===== config.mk =====
export PLATFORM = sky130hd
export DESIGN_NAME = mcp3202_spi_sampler
export DESIGN_NICKNAME = d
export VERILOG_FILES = /design/src/rtl/mcp3202_pkg.sv /design/src/rtl/mcp3202_tick_gen.sv /design/src/rtl/mcp3202_spi_sampler.sv
export SDC_FILE = /design/constraint.sdc
export NUM_CORES = 1
export LEC_CHECK = 0
export BUFFER_PORTS_ARGS = -buffer_cell sky130_fd_sc_hd__buf_4
export CAP_MARGIN = 20
export CORE_MARGIN = 5
export CORE_UTILIZATION = 25
export DETAILED_ROUTE_END_ITERATION = 7
export PLACE_DENSITY_LB_ADDON = 0.3
export RECOVER_POWER = 50
export SYNTH_ARGS = -nofsm -noshare
export SYNTH_HDL_FRONTEND = slang
export SYNTH_SLANG_ARGS = --single-unit

===== constraint.sdc =====
create_clock -name clk -period 5.55 [get_ports clk]
set_clock_uncertainty 0.15 [all_clocks]
set_input_delay 1.11 -clock clk [delete_from_list [all_inputs] [get_ports clk]]
set_output_delay 1.11 -clock clk [all_outputs]
set_load 0.03 [all_outputs]

===== src/rtl/mcp3202_pkg.sv =====
// Shared state encoding, protocol constants and clock-derived timing helpers
// for the MCP3202 sampler.
package mcp3202_pkg;

  typedef enum logic [2:0] {
    IDLE,
    SETUP,
    SCK_HI,
    SCK_LO,
    HOLD,
    DONE
  } state_e;

  localparam int SCK_HZ   = 500_000;
  localparam int SPS      = 500;
  localparam int NBITS    = 12;
  localparam int NSCK     = 17;
  localparam int CMD_BITS = 4;

  // Clock cycles per SCK half period.
  function automatic int half_cycles(input int fclk);
    return fclk / (2 * SCK_HZ);
  endfunction

  // Clock cycles between conversion starts.
  function automatic int frame_cycles(input int fclk);
    return fclk / SPS;
  endfunction

endpackage


===== src/rtl/mcp3202_tick_gen.sv =====
// Free-running frame counter (start pulse on wrap) and a clearable SCK half-period tick.
// Both outputs are combinational decodes of the counters; no backpressure.
module mcp3202_tick_gen #(
  parameter int HALF  = 100,
  parameter int FRAME = 200_000
) (
  input  logic clk,
  input  logic rst_n,
  input  logic half_clr_i,
  output logic frame_start_o,
  output logic half_tick_o
);

  localparam int FW = $clog2(FRAME);
  localparam int HW = (HALF > 1) ? $clog2(HALF) : 1;
  localparam logic [FW-1:0] FRAME_LAST = FW'(FRAME - 1);
  localparam logic [HW-1:0] HALF_LAST  = HW'(HALF - 1);

  logic [FW-1:0] frame_cnt_q, frame_cnt_d;
  logic [HW-1:0] half_cnt_q, half_cnt_d;

  always_comb begin
    frame_start_o = (frame_cnt_q == FRAME_LAST);
    frame_cnt_d   = frame_start_o ? '0 : frame_cnt_q + FW'(1);

    // Held at zero while cleared so every state starts a fresh half period.
    half_tick_o = !half_clr_i && (half_cnt_q == HALF_LAST);
    if (half_clr_i || half_tick_o) begin
      half_cnt_d = '0;
    end else begin
      half_cnt_d = half_cnt_q + HW'(1);
    end
  end

  always_ff @(posedge clk or negedge rst_n) begin
    if (!rst_n) begin
      frame_cnt_q <= '0;
      half_cnt_q  <= '0;
    end else begin
      frame_cnt_q <= frame_cnt_d;
      half_cnt_q  <= half_cnt_d;
    end
  end

endmodule


===== src/rtl/mcp3202_spi_sampler.sv =====
// SPI master for the MCP3202: one conversion per frame, 12-bit result with a one-cycle dv.
// Define MCP3202_NULL_CHECK_EN to add the sticky null_err output.
module mcp3202_spi_sampler
  import mcp3202_pkg::*;
#(
  parameter int   FCLK = 100_000_000,
  parameter logic SGL  = 1'b1,
  parameter logic ODD  = 1'b0
) (
  input  logic             clk,
  input  logic             rst_n,
  input  logic             miso,
  output logic             mosi,
  output logic             sck,
  output logic             cs,
  output logic [NBITS-1:0] data,
  output logic             dv
`ifdef MCP3202_NULL_CHECK_EN
  ,
  output logic             null_err
`endif
);

  localparam int HALF  = half_cycles(FCLK);
  localparam int FRAME = frame_cycles(FCLK);
  localparam int EW    = $clog2(NSCK + 1);
  localparam logic [EW-1:0] LAST_EDGE = EW'(NSCK);
  localparam logic [EW-1:0] DATA_EDGE = EW'(NSCK - NBITS + 1);
  localparam logic [CMD_BITS-1:0] CMD = {1'b1, SGL, ODD, 1'b1};

  state_e             state_q, state_d;
  logic [EW-1:0]      edge_q, edge_d;
  logic [CMD_BITS-1:0] cmd_q, cmd_d;
  logic [NBITS-1:0]   shift_q, shift_d;
  logic [NBITS-1:0]   data_q, data_d;
  logic               cs_q, cs_d;
  logic               sck_q, sck_d;
  logic               mosi_q, mosi_d;
  logic               dv_q, dv_d;
  logic               sck_rise;
  logic               frame_start;
  logic               half_tick;
  logic               half_clr;

  assign half_clr = (state_q == IDLE) || (state_q == DONE);

  mcp3202_tick_gen #(
    .HALF  (HALF),
    .FRAME (FRAME)
  ) u_tick_gen (
    .clk           (clk),
    .rst_n         (rst_n),
    .half_clr_i    (half_clr),
    .frame_start_o (frame_start),
    .half_tick_o   (half_tick)
  );

  always_comb begin
    state_d  = state_q;
    edge_d   = edge_q;
    cmd_d    = cmd_q;
    mosi_d   = mosi_q;
    shift_d  = shift_q;
    data_d   = data_q;
    sck_rise = 1'b0;

    unique case (state_q)
      IDLE: begin
        if (frame_start) begin
          state_d = SETUP;
          mosi_d  = CMD[CMD_BITS-1];
          cmd_d   = {CMD[CMD_BITS-2:0], 1'b0};
        end
      end
      SETUP: begin
        if (half_tick) begin
          state_d  = SCK_HI;
          edge_d   = EW'(1);
          sck_rise = 1'b1;
        end
      end
      SCK_HI: begin
        // Falling edge: present the bit for the next rising edge; zeros once the command is spent.
        if (half_tick) begin
          state_d = SCK_LO;
          mosi_d  = cmd_q[CMD_BITS-1];
          cmd_d   = {cmd_q[CMD_BITS-2:0], 1'b0};
        end
      end
      SCK_LO: begin
        if (half_tick) begin
          if (edge_q == LAST_EDGE) begin
            state_d = HOLD;
            data_d  = shift_q;
          end else begin
            state_d  = SCK_HI;
            edge_d   = edge_q + EW'(1);
            sck_rise = 1'b1;
          end
        end
      end
      HOLD: begin
        if (half_tick) begin
          state_d = DONE;
        end
      end
      DONE: begin
        state_d = IDLE;
      end
      default: begin
        state_d = IDLE;
      end
    endcase

    // Only the B11..B0 window is captured, so miso is don't-care everywhere else.
    if (sck_rise && (edge_d >= DATA_EDGE)) begin
      shift_d = {shift_q[NBITS-2:0], miso};
    end

    cs_d  = !((state_d == SETUP) || (state_d == SCK_HI) ||
              (state_d == SCK_LO) || (state_d == HOLD));
    sck_d = (state_d == SCK_HI);
    dv_d  = (state_d == DONE);
  end

  always_ff @(posedge clk or negedge rst_n) begin
    if (!rst_n) begin
      state_q <= IDLE;
      edge_q  <= '0;
      cmd_q   <= '0;
      shift_q <= '0;
      data_q  <= '0;
      cs_q    <= 1'b1;
      sck_q   <= 1'b0;
      mosi_q  <= 1'b0;
      dv_q    <= 1'b0;
    end else begin
      state_q <= state_d;
      edge_q  <= edge_d;
      cmd_q   <= cmd_d;
      shift_q <= shift_d;
      data_q  <= data_d;
      cs_q    <= cs_d;
      sck_q   <= sck_d;
      mosi_q  <= mosi_d;
      dv_q    <= dv_d;
    end
  end

  assign cs   = cs_q;
  assign sck  = sck_q;
  assign mosi = mosi_q;
  assign data = data_q;
  assign dv   = dv_q;

`ifdef MCP3202_NULL_CHECK_EN
  localparam logic [EW-1:0] NULL_EDGE = EW'(NSCK - NBITS);

  logic null_err_q, null_err_d;

  always_comb begin
    null_err_d = null_err_q;
    if (sck_rise && (edge_d == NULL_EDGE) && miso) begin
      null_err_d = 1'b1;
    end
  end

  always_ff @(posedge clk or negedge rst_n) begin
    if (!rst_n) begin
      null_err_q <= 1'b0;
    end else begin
      null_err_q <= null_err_d;
    end
  end

  assign null_err = null_err_q;
`endif

endmodule


==> impl_results.md, run 1 <==
- Unique masters post-synth: 45
- CP cell instances: nor4b_1, nand2_1, a21oi_1, o41ai_2, o311ai_4, mux2_1
- First-pass GRT wire length: around 9.5 mm
- Die height: 118 um
- Psw: about 210 uW
- # hold bufs at CTS: 0
- Outcome: finished, final reports clean
- F_max: 332 MHz
- CTS H-tree lvls: 3
- Clock Power Share: between 50% and 60%
- Vias in the first global route: 1970
- Multi-input logic area: roughly 0.0012 mm2
- Pint: between 800 and 900 uW
- Largest net degree at the start of global routing: 65
- WP buf/inv: 0
- Maximum VDD drop: approximately 130 uV
- Gate Count Post-Synth: 250
- Vias/cell: 4.44
- Filler instances: around 1200
- Avg WL per Cell: 12.7 um
- Die Wd: ~120 um
- DR WL met3: roughly 240 um
- RSZ-0062 raised after global routing: no
- Dpl cells: slightly above 400
- Routed WL: ~5.4 mm
- Placed cell area: between 0.003 and 0.004 mm2
- Post-synthesis register bit count: 64
- Routed Antenna Nets: 0
- DR pass1 iterations: 4
- Top delay family on crit path: compound AO/OA/AOI/OAI gates
- CP max stage cell: o311ai_4
- Worst EP arrival: between 3 and 4 ns
- Post-CTS setup buffers: 0
- CP endpoint kind: flip-flop
- Initial DRC count: 72
- IO Pins: 19
- Fin Setup TNS: 0 ns
- Combinational power share: about 1%
- CP peak stage delay: 0.74 ns
- Final hold violation count: 0
- CTS max path bufs: 2
- Number of port buffers: 18
- Clk_lat worst skew: between 0.3 and 0.4 ns
- Final Cycle Share: roughly 54%
- Antenna Cells: 0
- Core Region: 0.0114 mm2
- Grt total ovfl: 0
- CTS tree: yes
- CP Class: flip-flop to flip-flop
- Worst slew margin: a little under half
- Critical Path Fanout Max: 12
- Routed via count: 1868
- Fin cells: 421
- Die area: 0.0138 mm2
- Share of cells above drive strength 1: about 22%
- Power Density: around 300 mW/mm2
- Syn_nets: between 200 and 300
- Maxcap violations: 0
- Most common flop cell mapped by yosys: dfrtp_1
- Area growth, synth to finish: 20.0%
- Metal2 WL: ~2.4 mm
- Seq pwr share: around 45%
- CP Data Required Time: 5.60 ns
- # rows: 39
- Slew Viols, Final: 0
- Worst-Margin Slew: between 0.8 and 0.9 ns
- Sw frac: between 10% and 20%
- Mapped cell area: around 0.0029 mm2
- Final min period: 3.01 ns
- Synth top area share: between 50% and 60%
- CTS root buffer: clkbuf_16
- Most common cell in the synthesized netlist: dfrtp_1
- EDFF count, synth: 0
- Syn Area/Cell: approximately 12 um2
- CTS Buf Count: 9
- Nets: 280
- Register area: approximately 0.0016 mm2
- Worst-path clk slew: about 0.05 ns
- Hold Crit Class: flip-flop to flip-flop
- Synthesis Warnings: 0
- Initial Util: 25.5%
- Synth async-reset ratio: between 90% and 100%
- Sequential fraction of the synthesis area: 55.3%
- Final Power: between 1 and 1.5 mW
- RePlAce Congestion: approximately 0.87
- Post-CTS Resized: 0
- Critical Path Start Type: flip-flop
- Final HPWL DP: 3.53 mm
- Post-synth top area cell: dfrtp_1
- DRC Markers: 0
- Antenna violations before repair: 0
- Met1 wire length: roughly 2.6 mm
- Top post-synthesis cells by area: dfrtp_1, mux2_4, mux2_2
- Pleak: 1.59 nW
- GR Util All Layers: ~8.3%
- Final setup violation count: 0
- Top post-synthesis cells by count: dfrtp_1, nor2_1, nand2_1
- TritonCTS Sinks: 64
- Final instance area: about 0.0035 mm2
- Max layer used: met4
==> final cells by class <==
cell class	count	share of cell area, %
sequential	64	46.1
clock inverter	5	1.62
clock buffer	11	6.98
inverter	4	0.432
timing repair buffer	19	4.10
tap	143	5.14
multi-input combinational	175	35.6
==> power by group through the flow <==
stage,registers [mW],clock network (mW),logic [mW]
floorplan,0.476,0,0.000558
global placement,0.476,0,0.0112
detailed placement,0.476,0,0.0113
CTS,0.468,0.572,0.0113
global route,0.467,0.595,0.0127
finish,0.468,0.556,0.0102
==> placed cells by master, fill, tap and decap left out, drive strengths merged, types with 2 or more instances in the layout <==
cell	instances
nor2b	2
dfrtp	63
nand2	21
mux2	25
xor2	11
nor3	3
o31ai	2
o41ai	2
buf	19
o21ai	9
and3	4
a31oi	2
xnor2	8
nand3	14
clkbuf	11
clkinv	3
inv	4
nand4	3
a21oi	10
nor2	32
o22ai	2
or3	4
ha	4
nor4b	2
==> per-layer routing <==
metal,global-route usage (%),vias to the layer above
met1,10.9,898
met4,4.23,0
li1,-,925
met2,12.1,33
met5,0,-
met3,2.98,12
==> worst paths after layout <==
path | start | cells after the start | slack, ns | to
setup / recovery | u_tick_gen.half_cnt_q[2] | 6 | 2.54 | shift_q[2]
hold / removal | u_tick_gen.frame_cnt_q[0] | 1 | 0.34 | u_tick_gen.frame_cnt_q[0]
setup reg to reg | u_tick_gen.half_cnt_q[2] | 6 | 2.54 | shift_q[2]
hold reg to reg | u_tick_gen.frame_cnt_q[0] | 1 | 0.34 | u_tick_gen.frame_cnt_q[0]
max in group asynchronous | rst_n | 1 | 4.00 | u_tick_gen.half_cnt_q[6]
min in group asynchronous | rst_n | 1 | 0.71 | u_tick_gen.frame_cnt_q[12]
==> cell families after synthesis <==
group                    Yosys count  synth area share [%]
adder cells (fa/ha/maj)            4                  1.73
buffers and inverters             11                  1.68
AO/OA/AOI/OAI                     33                  8.20
XOR/XNOR                          19                  5.74
multiplexers                      26                  11.4
flip-flops                        64                  55.3
AND/OR/NAND/NOR                   93                  16.0
==> through the flow <==
step / utilization [%] / hold WS (ns) / setup WS (ns)
3_3_place_gp: 28.0 / 0.335 / 2.64
5_1_grt: 30.6 / 0.369 / 2.20
2_1_floorplan: - / 0.305 / 3.03
6_report: 30.6 / 0.344 / 2.54
4_1_cts: 30.6 / 0.346 / 2.60
3_5_place_dp: 28.0 / 0.334 / 2.62
==> flip-flops by register name (all words and copies together) (netlist names) <==
name,cells
cmd_q,3
cs,1
data,12
dv,1
edge_q,5
mosi,1
sck,1
shift_q,12
state_q,3
u_tick_gen.frame_cnt_q,18
u_tick_gen.half_cnt_q,7
(Power assumes the default switching activity.)
==> inputs of run 2 (changes only) <==
--- a/config.mk
+++ b/config.mk
@@ -5,6 +5,7 @@
 export SDC_FILE = /design/constraint.sdc
 export NUM_CORES = 1
 export LEC_CHECK = 0
+export ABC_AREA = 1
 export BUFFER_PORTS_ARGS = -buffer_cell sky130_fd_sc_hd__buf_4
 export CAP_MARGIN = 20
 export CORE_MARGIN = 5
==> constraint.sdc (replaced) <==
create_clock -name clk -period 3.05 [get_ports clk]
set_clock_uncertainty 0.15 [all_clocks]
set_input_delay 0.61 -clock clk [delete_from_list [all_inputs] [get_ports clk]]
set_output_delay 0.61 -clock clk [all_outputs]
set_load 0.03 [all_outputs]
==> run 2 against run 1 <==
The flow now finishes with violations (max-capacitance violations, max-slew violations). Maximum frequency up 25%. Worst setup slack got worse by 1.9 ns. Flip-flop and latch count unchanged. Count of clock-buffer cells in the layout is 2 higher. Largest cell class unchanged.
==> impl_results.md, run 2 <==
- Worst-Margin Slew: 1.60 ns (+0.778 ns)
- Most common cell after layout, fill and taps aside: nand2_1
- Place WS: 0.640 ns (-1.98 ns)
- Power Density: 505 mW/mm2 (+70%)
- Post-synthesis register bit count: 64 (unchanged)
- Violated checks: max-capacitance violations, max-slew violations
- RR Startpoint: edge_q[1]
- Dpl cells: 559 (+38%)
- Syn Area/Cell: 8.46 um2 (-27%)
- Synth Area in Simple Gates: 34.0% (+18 points)
- Sw frac: 19.5% (-0.48 points)
- Worst slew margin: -6.74% (-52 points)
- Pleak: 2.04 nW (+28%)
- DRC Markers: 0 (unchanged)
- Maximum VDD drop: 235 uV (+81%)
- Antenna Cells: 0 (unchanged)
- Top post-synthesis cells by count: nand2_1, dfrtp_1, inv_1
- Setup ws final: 0.643 ns (-1.90 ns)
- XOR/XNOR Fraction of Synth Area: 3.33% (-2.4 points)
- Core Region: 0.0125 mm2 (+10%)
- Combinational power share: 0.9% (about the same)
- Largest family of logic cells by synthesized area: simple AND/OR/NAND/NOR gates
- Share of cells above drive strength 1: 17.4% (-4.6 points)
- Number of port buffers: 18 (unchanged)
- Synthesis Warnings: 0 (unchanged)
- Final Cycle Share: 78.9% (+25 points)
- Antenna violations before repair: 0 (unchanged)
- Initial DRC count: 86 (+19%)
- Vias/cell: 4.10 (-7.7%)
- # hold bufs at CTS: 0 (unchanged)
- Min-delay src: u_tick_gen.half_cnt_q[0]
- F_max: 415 MHz (+25%)
- Synth top area share: 50.0% (-4.4 points)
- Post-CTS Resized: 0 (unchanged)
- Pint: 1.53 mW (+84%)
- Die area: 0.0150 mm2 (+8.1%)
- Clock Power Share: 54.2% (+0.4 points)
- Slew Viols, Final: 65 (+65)
- Flop2flop setup slack: 0.64 ns (-1.90 ns)
- Nets: 405 (+45%)
- Top post-synthesis cells by area: dfrtp_1, nand2_1, inv_1
- CTS max path bufs: 2 (unchanged)
- Critical path startpoint: edge_q[1]
- # rows: 41 (+5.1%)
- Die Wd: 122 um (+4.0%)
- Syn_nets: 380 (+48%)
- Largest net degree at the start of global routing: 65 (unchanged)
- Vias in the first global route: 2321 (+18%)
- Worst-path clk slew: 0.05 ns (about the same)
- Maxcap violations: 1 (+1)
- Unique masters post-synth: 33 (-27%)
- Outcome: finished, violations left
- Routed WL: 6.09 mm (+14%)
- Avg WL per Cell: 10.6 um (-17%)
- Seq pwr share: 44.9% (-0.3 points)
- Final Power: 1.90 mW (+83%)
- CP endpoint kind: flip-flop
- Post-synth top area cell: dfrtp_1
- CP Class: flip-flop to flip-flop
- Critical Path Start Type: flip-flop
- Routed Antenna Nets: 0 (unchanged)
- Die height: 122 um (+4.0%)
- Synth Area in Compound Gates: 3.01% (-5.2 points)
- Routed via count: 2355 (+26%)
- Critical Path Fanout Max: 14 (+2)
- Area growth, synth to finish: 19.0%
- Most common cell in the synthesized netlist: nand2_1
- CTS root buffer: clkbuf_16
- Most frequent cells in the layout: nand2_1, dfrtp_1, inv_1
- Psw: 370 uW (+79%)
- Sequential fraction of the synthesis area: 50.8% (-4.5 points)
- IO Pins: 19 (unchanged)
- Reg-to-Reg End: shift_q[9]
- DR pass1 iterations: 4 (unchanged)
- Hold Crit Class: flip-flop to flip-flop
- R2R depth: 13 (+7)
- Fin Setup TNS: 0 ns (unchanged)
- Final HPWL DP: 4.33 mm (+22%)
- Gate Count Post-Synth: 373 (+49%)
- Grt total ovfl: 0 (unchanged)
- Clk_lat worst skew: 0.33 ns (about the same)
- Final hold violation count: 0 (unchanged)
- First-pass GRT wire length: 10.7 mm (+13%)
- Final min period: 2.41 ns (-0.605 ns)
- Fin cells: 575 (+37%)
- CTS Buf Count: 9 (unchanged)
- EDFF count, synth: 0 (unchanged)
- Mapped cell area: 0.00316 mm2 (+8.9%)
- CTS tree: yes
- CTS H-tree lvls: 3 (unchanged)
- Synth Area in Adders: 1.59% (-0.14 points)
- Post-CTS setup buffers: 0 (unchanged)
- Number of flip-flops in the largest register: 18 (unchanged)
- Hold worst-path end: u_tick_gen.half_cnt_q[0]
- Synth async-reset ratio: 100% (unchanged)
- Reg with most FFs: u_tick_gen.frame_cnt_q
- Final setup violation count: 0 (unchanged)
- GR Util All Layers: 9.02% (+0.70 points)
- RSZ-0062 raised after global routing: no
- Most common flop cell mapped by yosys: dfrtp_1
- Hold path cells: 1 (unchanged)
- TritonCTS Sinks: 64 (unchanged)
- Initial Util: 25.2% (-0.28 points)
- Worst EP arrival: 2.47 ns (-0.60 ns)
- RePlAce Congestion: 0.761 (-12%)
- Post-synthesis mux area share: 0% (-11 points)
- CP Data Required Time: 3.11 ns (-2.49 ns)
[run 2: how the worst max path moves through the flow]
stage | end
floorplan | shift_q[0]
global route | shift_q[9]
global placement | shift_q[2]
detailed placement | shift_q[9]
CTS | shift_q[9]
finish | shift_q[9]
[run 2: kinds of logic after synthesis]
kind of cell / count (synthesis)
XOR/XNOR: 12
AND/OR/NAND/NOR: 221
buffers and inverters: 55
flip-flops: 64
adder cells (fa/ha/maj): 4
AO/OA/AOI/OAI: 17
[run 2: worst max-delay path, cell delays in order, from the launching register on]
cell and delay, ns:
dfrtp_1 0.40, inv_1 0.10, ha_1 0.14, nand2_1 0.07, nor2_2 0.24, nand4_2 0.39
nand2_1 0.19, inv_2 0.04, nand2_2 0.08, nor2_4 0.04, nand2_4 0.14, nand2_4 0.16
nand2_2 0.09, nand2_1 0.05
[run 2: power by group through the flow]
stage | registers (mW) | logic (mW) | clock network (mW)
after floorplan | 0.865 | 0.00000761 | 0
after global placement | 0.865 | 0.0194 | 0
after detailed placement | 0.865 | 0.0193 | 0
after CTS | 0.850 | 0.0196 | 1.06
after global routing | 0.849 | 0.0215 | 1.09
final | 0.850 | 0.0174 | 1.03
[run 2: routing by layer]
metal / GRT usage [%] / vias to the layer above / share of wire, %
li1: - / 1222 / -
met1: 11.5 / 1100 / 49
met2: 13.8 / 23 / 45
met3: 2.40 / 10 / 2.6
met4: 5.25 / 0 / 2.4
met5: 0 / - / 0
[run 2: layout make-up]
class                      count  area (um2)
inverter                      50         188
multi-input combinational    254        1310
clock buffer                  13         260
fill                        1363        8760
sequential                    64        1600
timing repair buffer          19         136
clock inverter                 3        40.0
tap                          172         215
[run 2: per-stage QoR]
step	hold WS, ns	area [um2]	utilization (%)
after floorplan	0.164	3160	-
after global placement	0.303	3470	27.7
after detailed placement	0.310	3470	27.7
after CTS	0.261	3770	30.1
after global routing	0.333	3760	30.0
final	0.310	3760	30.0
